[src/rtl/rect_motion_pkg.sv]
// Shared types and defaults for the bouncing-rectangle motion scheduler.
package rect_motion_pkg;

    localparam int POS_W_DEF   = 12;
    localparam int SPD_W_DEF   = 10;
    localparam int FLOOR_Y_DEF = 536;
    localparam int ACC_DIV_DEF = 3;
    localparam int ACC_W       = 5;

    typedef enum logic {
        PH_FALL  = 1'b0,
        PH_RAISE = 1'b1
    } phase_e;

    typedef enum logic [1:0] {
        ST_IDLE = 2'd0,
        ST_STEP = 2'd1,
        ST_DONE = 2'd2
    } state_e;

endpackage

[src/rtl/rect_motion_step.sv]
// Combinational gravity/bounce step for one object; shared by all objects.
module rect_motion_step
    import rect_motion_pkg::*;
#(
    parameter int POS_W   = POS_W_DEF,
    parameter int SPD_W   = SPD_W_DEF,
    parameter int FLOOR_Y = FLOOR_Y_DEF,
    parameter int ACC_DIV = ACC_DIV_DEF
) (
    input  logic [POS_W-1:0] y,
    input  logic [SPD_W-1:0] spd,
    input  logic [ACC_W-1:0] acc,
    input  phase_e           phase,
    output logic [POS_W-1:0] y_nxt,
    output logic [SPD_W-1:0] spd_nxt,
    output logic [ACC_W-1:0] acc_nxt,
    output phase_e           phase_nxt
);

    localparam logic [SPD_W-1:0] SPD_MAX = '1;

    logic [POS_W:0]   reach;
    logic [POS_W:0]   y_sum;
    logic [ACC_W-1:0] acc_inc;
    logic             acc_wrap;

    always_comb begin
        reach     = {1'b0, y} + (POS_W+1)'(spd);
        acc_inc   = acc + 1'b1;
        acc_wrap  = (acc_inc == ACC_W'(ACC_DIV));
        y_sum     = '0;
        y_nxt     = y;
        spd_nxt   = spd;
        acc_nxt   = acc;
        phase_nxt = phase;
        if (phase == PH_FALL) begin
            if (reach >= (POS_W+1)'(FLOOR_Y)) begin
                phase_nxt = PH_RAISE;
                spd_nxt   = spd >> 1;
            end else begin
                acc_nxt = acc_wrap ? '0 : acc_inc;
                if (acc_wrap && spd != SPD_MAX) spd_nxt = spd + 1'b1;
                y_sum = {1'b0, y} + (POS_W+1)'(spd_nxt);
                y_nxt = y_sum[POS_W] ? '1 : y_sum[POS_W-1:0];
            end
        end else begin
            if (spd <= SPD_W'(1)) begin
                phase_nxt = PH_FALL;
            end else begin
                acc_nxt = acc_wrap ? '0 : acc_inc;
                if (acc_wrap) spd_nxt = spd - 1'b1;
                // Rising objects stop at the top edge instead of wrapping.
                y_nxt = ({1'b0, y} >= (POS_W+1)'(spd_nxt)) ? y - POS_W'(spd_nxt) : '0;
            end
        end
    end

endmodule

[src/rtl/rect_motion_sched.sv]
// Frame scheduler: walks all objects through one shared step unit per vsync rise.
// Optional overrun counter enabled by defining RECT_SCHED_OVERRUN_EN.
module rect_motion_sched
    import rect_motion_pkg::*;
#(
    parameter int N_OBJ   = 4,
    parameter int POS_W   = POS_W_DEF,
    parameter int SPD_W   = SPD_W_DEF,
    parameter int FLOOR_Y = FLOOR_Y_DEF,
    parameter int ACC_DIV = ACC_DIV_DEF
) (
    input  logic                   pclk,
    input  logic                   rst_n,
    input  logic                   vsync,
    input  logic [N_OBJ-1:0]       obj_en,
    input  logic                   load_valid,
    output logic                   load_ready,
    input  logic [3:0]             load_idx,
    input  logic [POS_W-1:0]       load_xpos,
    input  logic [POS_W-1:0]       load_ypos,
    output logic [N_OBJ*POS_W-1:0] xpos_out,
    output logic [N_OBJ*POS_W-1:0] ypos_out,
    output logic                   busy,
    output logic                   frame_done,
    output logic [7:0]             overrun_cnt
);

    localparam int IDX_W = (N_OBJ > 1) ? $clog2(N_OBJ) : 1;

    logic [N_OBJ-1:0][POS_W-1:0] xpos, ypos;
    logic [N_OBJ-1:0][SPD_W-1:0] spd;
    logic [N_OBJ-1:0][ACC_W-1:0] acc;
    logic [N_OBJ-1:0]            ph;

    state_e           state;
    logic [IDX_W-1:0] idx;
    logic             vsync_q;
    logic             vs_rise;
    logic             load_fire;

    logic [POS_W-1:0] y_nxt;
    logic [SPD_W-1:0] spd_nxt;
    logic [ACC_W-1:0] acc_nxt;
    phase_e           phase_nxt;

    assign vs_rise    = vsync & ~vsync_q;
    assign load_ready = (state == ST_IDLE);
    assign load_fire  = load_valid & load_ready & (32'(load_idx) < N_OBJ);
    assign xpos_out   = xpos;
    assign ypos_out   = ypos;

    rect_motion_step #(
        .POS_W(POS_W), .SPD_W(SPD_W), .FLOOR_Y(FLOOR_Y), .ACC_DIV(ACC_DIV)
    ) u_step (
        .y(ypos[idx]), .spd(spd[idx]), .acc(acc[idx]), .phase(phase_e'(ph[idx])),
        .y_nxt(y_nxt), .spd_nxt(spd_nxt), .acc_nxt(acc_nxt), .phase_nxt(phase_nxt)
    );

    always_ff @(posedge pclk or negedge rst_n) begin
        if (!rst_n) begin
            xpos       <= '0;
            ypos       <= '0;
            spd        <= '0;
            acc        <= '0;
            ph         <= '0;
            state      <= ST_IDLE;
            idx        <= '0;
            vsync_q    <= 1'b0;
            busy       <= 1'b0;
            frame_done <= 1'b0;
        end else begin
            vsync_q    <= vsync;
            frame_done <= 1'b0;
            case (state)
                ST_IDLE: begin
                    // A load in the same cycle as vs_rise lands before the first step reads it.
                    if (load_fire) begin
                        xpos[load_idx[IDX_W-1:0]] <= load_xpos;
                        ypos[load_idx[IDX_W-1:0]] <= load_ypos;
                        spd[load_idx[IDX_W-1:0]]  <= '0;
                        acc[load_idx[IDX_W-1:0]]  <= '0;
                        ph[load_idx[IDX_W-1:0]]   <= PH_FALL;
                    end
                    if (vs_rise) begin
                        state <= ST_STEP;
                        idx   <= '0;
                        busy  <= 1'b1;
                    end
                end
                ST_STEP: begin
                    if (obj_en[idx]) begin
                        ypos[idx] <= y_nxt;
                        spd[idx]  <= spd_nxt;
                        acc[idx]  <= acc_nxt;
                        ph[idx]   <= phase_nxt;
                    end
                    if (idx == IDX_W'(N_OBJ - 1)) begin
                        state      <= ST_DONE;
                        frame_done <= 1'b1;
                    end else begin
                        idx <= idx + 1'b1;
                    end
                end
                default: begin
                    state <= ST_IDLE;
                    busy  <= 1'b0;
                end
            endcase
        end
    end

`ifdef RECT_SCHED_OVERRUN_EN
    always_ff @(posedge pclk or negedge rst_n) begin
        if (!rst_n) begin
            overrun_cnt <= '0;
        end else if (vs_rise && busy && overrun_cnt != 8'hFF) begin
            overrun_cnt <= overrun_cnt + 8'd1;
        end
    end
`else
    assign overrun_cnt = '0;
`endif

endmodule

[config.mk]
export PLATFORM = sky130hd
export DESIGN_NAME = rect_motion_sched
export DESIGN_NICKNAME = d
export VERILOG_FILES = /design/src/rtl/rect_motion_pkg.sv /design/src/rtl/rect_motion_step.sv /design/src/rtl/rect_motion_sched.sv
export SDC_FILE = /design/constraint.sdc
export NUM_CORES = 1
export LEC_CHECK = 0
export CAP_MARGIN = 20
export CORE_ASPECT_RATIO = 0.7
export CORE_MARGIN = 4
export CORE_UTILIZATION = 56
export CTS_CLUSTER_SIZE = 24
export DETAILED_ROUTE_END_ITERATION = 6
export PLACE_DENSITY_LB_ADDON = 0.1
export RECOVER_POWER = 100
export SETUP_SLACK_MARGIN = 0.05
export SYNTH_ARGS = -nofsm -noshare
export SYNTH_HDL_FRONTEND = slang
export SYNTH_HIERARCHICAL = 1
export SYNTH_SLANG_ARGS = --single-unit
[constraint.sdc]
create_clock -name pclk -period 7.38 [get_ports pclk]
set_clock_uncertainty 0.15 [all_clocks]
set_input_delay 1.107 -clock pclk [delete_from_list [all_inputs] [get_ports pclk]]
set_output_delay 1.107 -clock pclk [all_outputs]
set_load 0.005 [all_outputs]
==> results by stage, run 1 <==
Timing:
- Setup repair after global routing left no endpoint under its margin.
- For the finished layout, the period the worst path requires is 6.70 ns.
- Headroom to the max-slew limit came out at -1.27.
- Setup violations remaining at the end of the flow were counted as 0.
- The number of endpoints with negative hold slack in the final report is 0.
- The highest attainable clock frequency is 149 MHz.
- The accumulated negative setup slack is 0 ns.
- The slack of the critical path is 0.684 ns.
- The post-route clock period utilization is 0.907.
- The final-report max-slew violation count is 167.
- For the pin with the worst max-slew slack, the measured transition is 3.40 ns.

Synthesis:
- Sorting the synthesized cells by area gives the leading types as sky130_fd_sc_hd__dfrtp_1 (41%), sky130_fd_sc_hd__mux4_2 (6.2%), sky130_fd_sc_hd__a22o_1 (5.6%).
- The synthesized design spends more area on one cell type than any other, namely sky130_fd_sc_hd__dfrtp_1.
- Counting instances in the post-synthesis netlist gives the leading cell types as sky130_fd_sc_hd__dfrtp_1 (167), sky130_fd_sc_hd__a21oi_1 (70), sky130_fd_sc_hd__a22o_1 (64).
- The number of synthesized flops with an enable pin is 0.
- After synthesis, the mean cell area works out to 10.9 sq um.
- The sequential area share after synthesis is 0.414.
- The compound-cell area share of the yosys netlist is 0.206.
- The fraction of the mapped netlist area in adder cells is 0.0517.
- Of the post-synthesis cell area, the dominant cell type holds 0.414.
- In the synthesized netlist, the number of instances is 924.
- The number of warnings printed during yosys synthesis is 6.
- Of the total synthesized cell area, the portion taken by XOR and XNOR cells is 0.0378.
- The synthesized netlist occupies a cell area of 10100 sq um.
- The combinational family with the most area after synthesis is compound AO/OA/AOI/OAI gates.
- In the synthesized netlist the async set-or-reset flop fraction comes to 1.00.
- The unique cell type count in the Yosys netlist is 76.
- The portion of synthesized area spent on multiplexers is 0.138.
- The simple-gate portion of the synthesized area is 0.107.
- In the synthesized netlist the dominant register cell turns out to be sky130_fd_sc_hd__dfrtp_1.
- In this run, synthesis produced a sequential element count of 167.
- The most numerous cell in the Yosys netlist is sky130_fd_sc_hd__dfrtp_1.

Placement:
- Timing analysis after detailed placement gives a worst setup slack of 1.27 ns.
- The final weighted congestion in routability-driven placement is 0.950.
- The HPWL after detailed placement is 21.2 mm.
- Input and output buffers added on the ports amount to 134.

Pwr:
- The total power density per cell area is 485 nW/um^2.
- Summed over all cells, the static leakage comes to between 5 and 6 nW.
- The share of power burned in combinational logic is 0.587.
- The analysis attributes to net switching a power of between 2 and 3 mW.
- The fraction of power consumed by the clock network is 0.151.
- The worst ir drop on vdd is 0.265 mV.
- The portion of total power attributed to sequential cells is 0.262.
- Of the total power, the share spent switching nets is 0.459.
- Internal power comes to approximately 3.2 mW.

Critical path:
- The endpoint arrival time on the critical path is ~6.9 ns.
- The type of the setup path with the least slack is flip-flop to flip-flop.
- The maximum fanout encountered on the critical timing path is 22.
- The capturing element type of the critical path is a flip-flop.
- The worst setup path is launched from a flip-flop.
- Data on the critical path is required at its endpoint by 7.54 ns.
- The worst register-to-register path has a depth of 14.

Status:
- The flow ran to the end, but the final reports show violations.
- The checks that failed: capacitance limit, slew limit.

Clock tree:
- The CTS sink count is 167.
- The worst-skew pair later-pin latency is 0.44 ns.
- The quantity of hold-fixing buffers added after cts is 0.
- Buffers inserted during clock tree synthesis total 17.
- The number of H-tree branching levels is 4.
- In this run the post-CTS setup repair buffer count came out at 0.
- The master cell of the clock root buffer is sky130_fd_sc_hd__clkbuf_16.
- After clock tree synthesis, the clock-pin slew on the worst setup and hold paths is 0.07 ns.
- Post-CTS repair changed the size of 0 cells.
- The maximum clock insertion buffer count is 2.
- TritonCTS built the clock tree.

Drt:
- Using the TritonRoute via totals, the vias-per-cell ratio works out to slightly below 7.
- Before antenna repair, the detailed router went through 6 iterations.
- After detailed routing, the average wire length per cell comes to 24.6 microns.
- The routed layout has 8775 vias.
- The first routing iteration left 1453 violations.
- In the routed design, unresolved DRC markers number 0.
- The total detailed-routing wirelength is 31.3 mm.
- The post-detailed-route count of antenna-violating nets is 0.

GRT:
- The initial antenna violation count is 0.
- Across every metal layer, demand over resource in global routing totals 0.306.
- The maximum number of pins on one net before global-route repair is 66.
- The final global-route overflow total is 0.
- The via count of the first global-routing pass is 8421.
- The wire length of the first global-routing pass is 48.7 mm.

Floorplan:
- After floorplanning, the core was sized to cover approximately 17000 sq um.
- For this configuration, the core starts out at a cell density of 0.580.
- The floorplan step defined a die boundary enclosing 20300 sq um.
- 143 I/O pins were placed.
- The x dimension of the die is 168 microns.
- The number of cell rows is 40.
- The die height is 120 microns.

Layout:
- The share of layout cells above drive strength 1 is 0.125.
- At the end of the flow, the number of nets in the layout was between 1000 and 1500.
- Relative to the synthesized area, the layout overhead comes to 19.6%.
- The final antenna diode count is 0.

Min path:
- The instance count along the most critical hold path is 1.
- The worst min-delay path class is flip-flop to flip-flop.

Run:
- Max-cap violations in this run came to 6.
==> flip-flops by register name, indices dropped and copies added (netlist names) <==
name / count
acc: 20
busy: 1
frame_done: 1
idx: 2
ph: 4
spd: 40
state: 2
vsync_q: 1
xpos_out: 48
ypos_out: 48
==> cell families (layout without fill, tap and decap cells) <==
| family | after synthesis | count (layout) |
|---|---|---|
| mux | 98 | 98 |
| xor+xnor | 42 | 42 |
| fa+ha+maj | 40 | 40 |
| simple gates | 204 | 204 |
| compound gates | 274 | 274 |
| flops | 167 | 167 |
| other cells | 1 | 8 |
| buf+inv | 98 | 209 |
==> power groups by stage <==
stage	sequential, mW	combinational, mW	clock, mW
finish	1.54	3.44	0.883
global route	1.58	3.66	0.932
CTS	1.54	3.49	0.891
detailed placement	1.55	3.46	0
global placement	1.54	3.44	0
floorplan	1.45	2.25	0
==> routing by layer <==
layer / wire (microns) / vias up / GRT usage
li1: - / 3737 / -
met1: 13200 / 4283 / 0.467
met2: 13300 / 687 / 0.436
met3: 4320 / 68 / 0.0856
met4: 540 / 0 / 0.0705
met5: 0 / - / 0
==> stage by stage <==
step                utilization  hold slack [ns]  area, sq um  instances  total power, mW
finish                    0.693            0.334        12100       1273             5.86
global route              0.693            0.357        12100       1273             6.17
CTS                       0.698            0.342        12200       1269             5.92
detailed placement        0.665            0.325        11600       1237             5.02
global placement          0.665            0.317        11600       1237             4.98
floorplan                     -            0.311        10100        931             3.70
==> critical path, cell delays in order, from the launching register on <==
cell and delay [ns]:
sky130_fd_sc_hd__dfrtp_2 0.84, sky130_fd_sc_hd__mux4_2 0.67, sky130_fd_sc_hd__ha_1 0.27, sky130_fd_sc_hd__or4_1 0.66, sky130_fd_sc_hd__a2111oi_4 0.71, sky130_fd_sc_hd__nand2_1 0.15
sky130_fd_sc_hd__xnor2_1 0.29, sky130_fd_sc_hd__ha_1 0.36, sky130_fd_sc_hd__and3_1 0.28, sky130_fd_sc_hd__a31oi_1 0.19, sky130_fd_sc_hd__o21ai_0 0.23, sky130_fd_sc_hd__o21ai_0 0.87
sky130_fd_sc_hd__o221ai_1 0.48, sky130_fd_sc_hd__a32oi_1 0.31, sky130_fd_sc_hd__a21oi_1 0.10
==> layout by cell type (no fill, tap or decap), types with 9 or more instances in the layout <==
| cell type | instances |
|---|---|
| sky130_fd_sc_hd__a21o_1 | 12 |
| sky130_fd_sc_hd__a21oi_1 | 70 |
| sky130_fd_sc_hd__a22o_1 | 64 |
| sky130_fd_sc_hd__a31oi_1 | 9 |
| sky130_fd_sc_hd__a32oi_1 | 48 |
| sky130_fd_sc_hd__clkbuf_1 | 9 |
| sky130_fd_sc_hd__clkbuf_16 | 17 |
| sky130_fd_sc_hd__clkdlybuf4s50_1 | 31 |
| sky130_fd_sc_hd__dfrtp_1 | 165 |
| sky130_fd_sc_hd__dlygate4sd3_1 | 102 |
| sky130_fd_sc_hd__ha_1 | 36 |
| sky130_fd_sc_hd__inv_1 | 25 |
| sky130_fd_sc_hd__mux2_1 | 18 |
| sky130_fd_sc_hd__mux2_2 | 35 |
| sky130_fd_sc_hd__mux2i_1 | 17 |
| sky130_fd_sc_hd__mux4_2 | 28 |
| sky130_fd_sc_hd__nand2_1 | 40 |
| sky130_fd_sc_hd__nand3_1 | 13 |
| sky130_fd_sc_hd__nor2_1 | 40 |
| sky130_fd_sc_hd__nor3_1 | 57 |
| sky130_fd_sc_hd__o21ai_0 | 16 |
| sky130_fd_sc_hd__xnor2_1 | 28 |
| sky130_fd_sc_hd__xor2_1 | 13 |
==> final cells by class <==
cell class | count | area [sq um]
Tap cell | 231 | 289
Sequential cell | 167 | 4180
Clock buffer | 17 | 425
Inverter | 25 | 93.8
Clock inverter | 15 | 151
Multi-Input combinational cell | 666 | 5490
Fill cell | 1321 | 5340
Timing Repair Buffer | 152 | 1440
==> final timing paths <==
path                                         startpoint                  endpoint  slack (ns)
worst max-delay path                 idx[0]$_DFFE_PN0P_  ypos_out[15]$_DFFE_PN0P_        0.68
worst min-delay path            xpos_out[6]$_DFFE_PN0P_   xpos_out[6]$_DFFE_PN0P_        0.33
worst min register to register  xpos_out[6]$_DFFE_PN0P_   xpos_out[6]$_DFFE_PN0P_        0.33
worst max register to register       idx[0]$_DFFE_PN0P_  ypos_out[15]$_DFFE_PN0P_        0.68
max in group asynchronous                         rst_n       acc[15]$_DFFE_PN0P_        1.64
min in group asynchronous                         rst_n   xpos_out[7]$_DFFE_PN0P_        1.66
Note: power is estimated with default switching activity, not from simulation.
==> run 2, diff against run 1 <==
Settings changed: PLACE_DENSITY set to 0.86, PLACE_DENSITY_LB_ADDON 0.1 to not set, SLEW_MARGIN set to 20.
==> run 2 against run 1 <==
Effect of this change:
- the run ends with DRC, capacitance limit, slew limit left
- utilization hardly changed
- critical endpoint is now ypos_out[19]$_DFFE_PN0P_
- largest cell class unchanged
- sequential cell count stayed put
- wire length is 2.8% higher
- clock-buffer cell count stayed put
- non-clock buffer count is 6 lower
- via count is 2.8% higher
- setup slack worse by 0.044 ns
==> results by stage, run 2 (synthesis results as in run 1) <==
Drt:
- The routed metal-1 wirelength is 12.9 mm (was 13.2 mm).
- The routed length on met2 is 13.8 mm (was 13.3 mm).
- The number of remaining DRC errors is 2 (was 0).
- The routed length per placed instance was 25.4 microns (was 24.6 microns).
- The violation count after the first detailed-route iteration is 1656 (was 1453).
- The via total after detailed routing is 9019 (was 8775).
- The highest layer used for signal routing is met4 (unchanged).
- The via count normalized by instance count is 7.12 (was 6.89).
- The amount of wire on met3 after detailed routing is 4.56 mm (was 4.32 mm).
- The number of detailed-routing iterations run before antenna repair is 7 (was 6).
- The total detailed-routing wirelength came to 32.2 mm (was 31.3 mm).
- The post-detailed-route count of antenna-violating nets came to 0 (unchanged).

Floorplan:
- The x dimension of the die is 168 microns (unchanged).
- The effective utilization at floorplan came to 0.580 (unchanged).
- The die height is 120 microns (unchanged).
- The number of cell rows is 40 (unchanged).
- The total core area is 17400 sq um (unchanged).
- The total I/O pin count is 143 (unchanged).
- The die area is 20300 sq um (unchanged).

Layout:
- The filler cell count is 1207 (was 1321).
- The final antenna diode count is 0 (unchanged).
- The layout overhead on the synthesized area came to 19.5% (was 19.6%).
- Most used cells in the layout excluding fill and tap cells: sky130_fd_sc_hd__dfrtp_1 (165), sky130_fd_sc_hd__dlygate4sd3_1 (102), sky130_fd_sc_hd__a21oi_1 (70) (unchanged).
- The share of layout cells above drive strength 1 came to 0.119 (was 0.125).
- The number of standard cells in the layout, taps in and fillers out came to 1267 (was 1273).
- The net count reported at finish came to 1098 (was 1104).
- The most common cell after layout, fill and taps aside is sky130_fd_sc_hd__dfrtp_1 (unchanged).

Timing:
- The highest attainable clock frequency came to 148 MHz (was 149 MHz).
- The final critical delay including setup and external delays is 6.74 ns (was 6.70 ns).
- The final number of setup-violating endpoints is 0 (unchanged).
- The max-slew headroom at the worst pin was -2.63 (was -1.27).
- The number of endpoints with negative hold slack in the final report is 0 (unchanged).
- RSZ-0062 raised after global routing: no (unchanged).
- The accumulated negative setup slack is 0 ns (unchanged).
- The post-route clock period utilization is 0.913 (was 0.907).
- The final-report max-slew violation count is 155 (was 167).
- The worst-margin pin slew came to 5.45 ns (was 3.40 ns).

Clock tree:
- The worst-skew pair later-pin latency is 0.43 ns (was 0.44 ns).
- The number of H-tree branching levels came to 4 (unchanged).
- The maximum clock insertion buffer count is 2 (unchanged).
- The number of buffers added by the clock tree synthesis step came to 17 (unchanged).
- The CTS sink count is 167 (unchanged).
- The quantity of hold-fixing buffers added after cts is 0 (unchanged).
- The count of cells resized by post-cts repair is 0 (unchanged).
- The clock tree from TritonCTS was done (unchanged).
- The master cell of the clock root buffer was sky130_fd_sc_hd__clkbuf_16 (unchanged).
- The number of buffers inserted by post-CTS setup repair is 0 (unchanged).
- The post-CTS clock slew at the launch and capture registers of the worst setup and hold paths is 0.08 ns (was 0.07 ns).

GRT:
- The wire length of the first global-routing pass came to 50.7 mm (was 48.7 mm).
- The maximum number of pins on one net before global-route repair is 103 (was 66).
- The overall global routing resource usage is 0.317 (was 0.306).
- The via count of the first global-routing pass is 8825 (was 8421).
- The initial antenna violation count came to 0 (unchanged).
- The final global-route overflow total is 0 (unchanged).

Pwr:
- The share of power burned in combinational logic is 0.584 (was 0.587).
- The fraction of power consumed by the clock network is 0.157 (was 0.151).
- The worst ir drop on vdd was 0.242 mV (was 0.265 mV).
- The share of total power consumed by net switching came to 0.465 (was 0.459).
- The leakage power total is 5.13 nW (about the same).
- The internal power summed over all cells is 3.20 mW (was 3.17 mW).
- The total power came to 5.98 mW (was 5.86 mW).
- The portion of total power attributed to sequential cells was 0.258 (was 0.262).
- The switching power total is 2.78 mW (was 2.69 mW).
- The total power density per cell area was 496 nW/um^2 (was 485 nW/um^2).

Status:
- Failing checks: DRC, capacitance limit, slew limit (was capacitance limit, slew limit).
- Status: finished, violations left (unchanged).

Placement:
- The HPWL after detailed placement came to 21.7 mm (was 21.2 mm).
- The number of buffer cells added on primary ports was 134 (unchanged).
- The final weighted congestion in routability-driven placement is 0.975 (was 0.950).
- The placed cell count is 1235 (was 1237).

Critical path:
- The reg-to-reg startpoint is idx[0]$_DFFE_PN0P_ (unchanged).
- The start point of the critical path is idx[0]$_DFFE_PN0P_ (unchanged).
- The required time reported for the critical path endpoint is 7.58 ns (was 7.54 ns).
- The endpoint arrival time on the critical path came to 6.94 ns (was 6.85 ns).
- The maximum fanout encountered on the critical timing path was 31 (was 22).
- The startpoint type of the worst setup path is a flip-flop (unchanged).
- The type of the setup path with the least slack is flip-flop to flip-flop (unchanged).
- The capturing element type of the critical path is a flip-flop (unchanged).

Min path:
- The origin of the worst min-delay path is xpos_out[8]$_DFFE_PN0P_ (was xpos_out[6]$_DFFE_PN0P_).
- The worst min-delay path class is flip-flop to flip-flop (unchanged).

Run:
- The max capacitance violation total came to 5 (was 6).
-- run 2: cell types whose count changed in the layout (fill, tap and decap cells not counted), moves of 3 or more --
| cell | before | now |
|---|---|---|
| sky130_fd_sc_hd__nor2_2 | 4 | 1 |
| sky130_fd_sc_hd__clkbuf_1 | 9 | 6 |
| sky130_fd_sc_hd__nor2_1 | 40 | 43 |
| sky130_fd_sc_hd__inv_6 | 6 | 3 |
-- run 2: power by group through the flow --
stage               Sequential [mW]  Combinational, mW  Clock (mW)
CTS                            1.55               3.52       0.943
global placement               1.54               3.39           0
floorplan                      1.45               2.25           0
detailed placement             1.55               3.47           0
global route                   1.59               3.71       0.988
finish                         1.54               3.50       0.942
-- run 2: cell type report --
cell class,count,area (sq um),area share
repair buffers,146,1410,0.117
inverters,25,93.8,0.00778
clock buffers,17,425,0.0353
clock inverters,15,196,0.0163
flip-flops and latches,167,4180,0.347
well taps,231,289,0.0240
multi-input cells,666,5480,0.454
-- run 2: worst max-delay path, cell delays in order (launching register included) --
cell and delay (ns):
sky130_fd_sc_hd__dfrtp_2 0.90, sky130_fd_sc_hd__mux4_2 0.69, sky130_fd_sc_hd__ha_1 0.27, sky130_fd_sc_hd__or4_1 0.65
sky130_fd_sc_hd__a2111oi_2 0.91, sky130_fd_sc_hd__nand2_1 0.15, sky130_fd_sc_hd__xnor2_1 0.21, sky130_fd_sc_hd__ha_1 0.41
sky130_fd_sc_hd__and3_1 0.32, sky130_fd_sc_hd__o21ai_0 0.12, sky130_fd_sc_hd__o21ai_0 0.63, sky130_fd_sc_hd__o21ai_0 0.33
sky130_fd_sc_hd__nor2_1 0.28, sky130_fd_sc_hd__a221o_1 0.34, sky130_fd_sc_hd__a32oi_1 0.09, sky130_fd_sc_hd__a21oi_1 0.20
-- run 2: final timing paths --
check	end	slack, ns	depth (start not counted)
setup / recovery	ypos_out[19]$_DFFE_PN0P_	0.64	15
hold / removal	xpos_out[8]$_DFFE_PN0P_	0.34	1
setup reg to reg	ypos_out[19]$_DFFE_PN0P_	0.64	15
hold reg to reg	xpos_out[8]$_DFFE_PN0P_	0.34	1
max in group asynchronous	spd[38]$_DFFE_PN0P_	1.52	1
min in group asynchronous	xpos_out[43]$_DFFE_PN0P_	2.50	1
-- run 2: layer usage --
layer,GRT usage,vias up
li1,-,3740
met1,0.457,4358
met2,0.448,783
met3,0.115,138
met4,0.0973,0
met5,0,-
-- run 2: per-stage QoR --
step / worst slack, ns / area, sq um / util / hold WS, ns
floorplan: 1.58 / 10100 / - / 0.311
global placement: 1.31 / 11600 / 0.664 / 0.316
detailed placement: 1.21 / 11600 / 0.664 / 0.324
CTS: 1.03 / 12200 / 0.699 / 0.341
global route: 0.280 / 12100 / 0.693 / 0.344
finish: 0.641 / 12100 / 0.693 / 0.335
==> run 3, diff against run 2 <==
Settings changed: CTS_CLUSTER_DIAMETER set to 60.
==> results of run 3 <==
No change in the layout: final DEF, timing and power equal those of run 2.
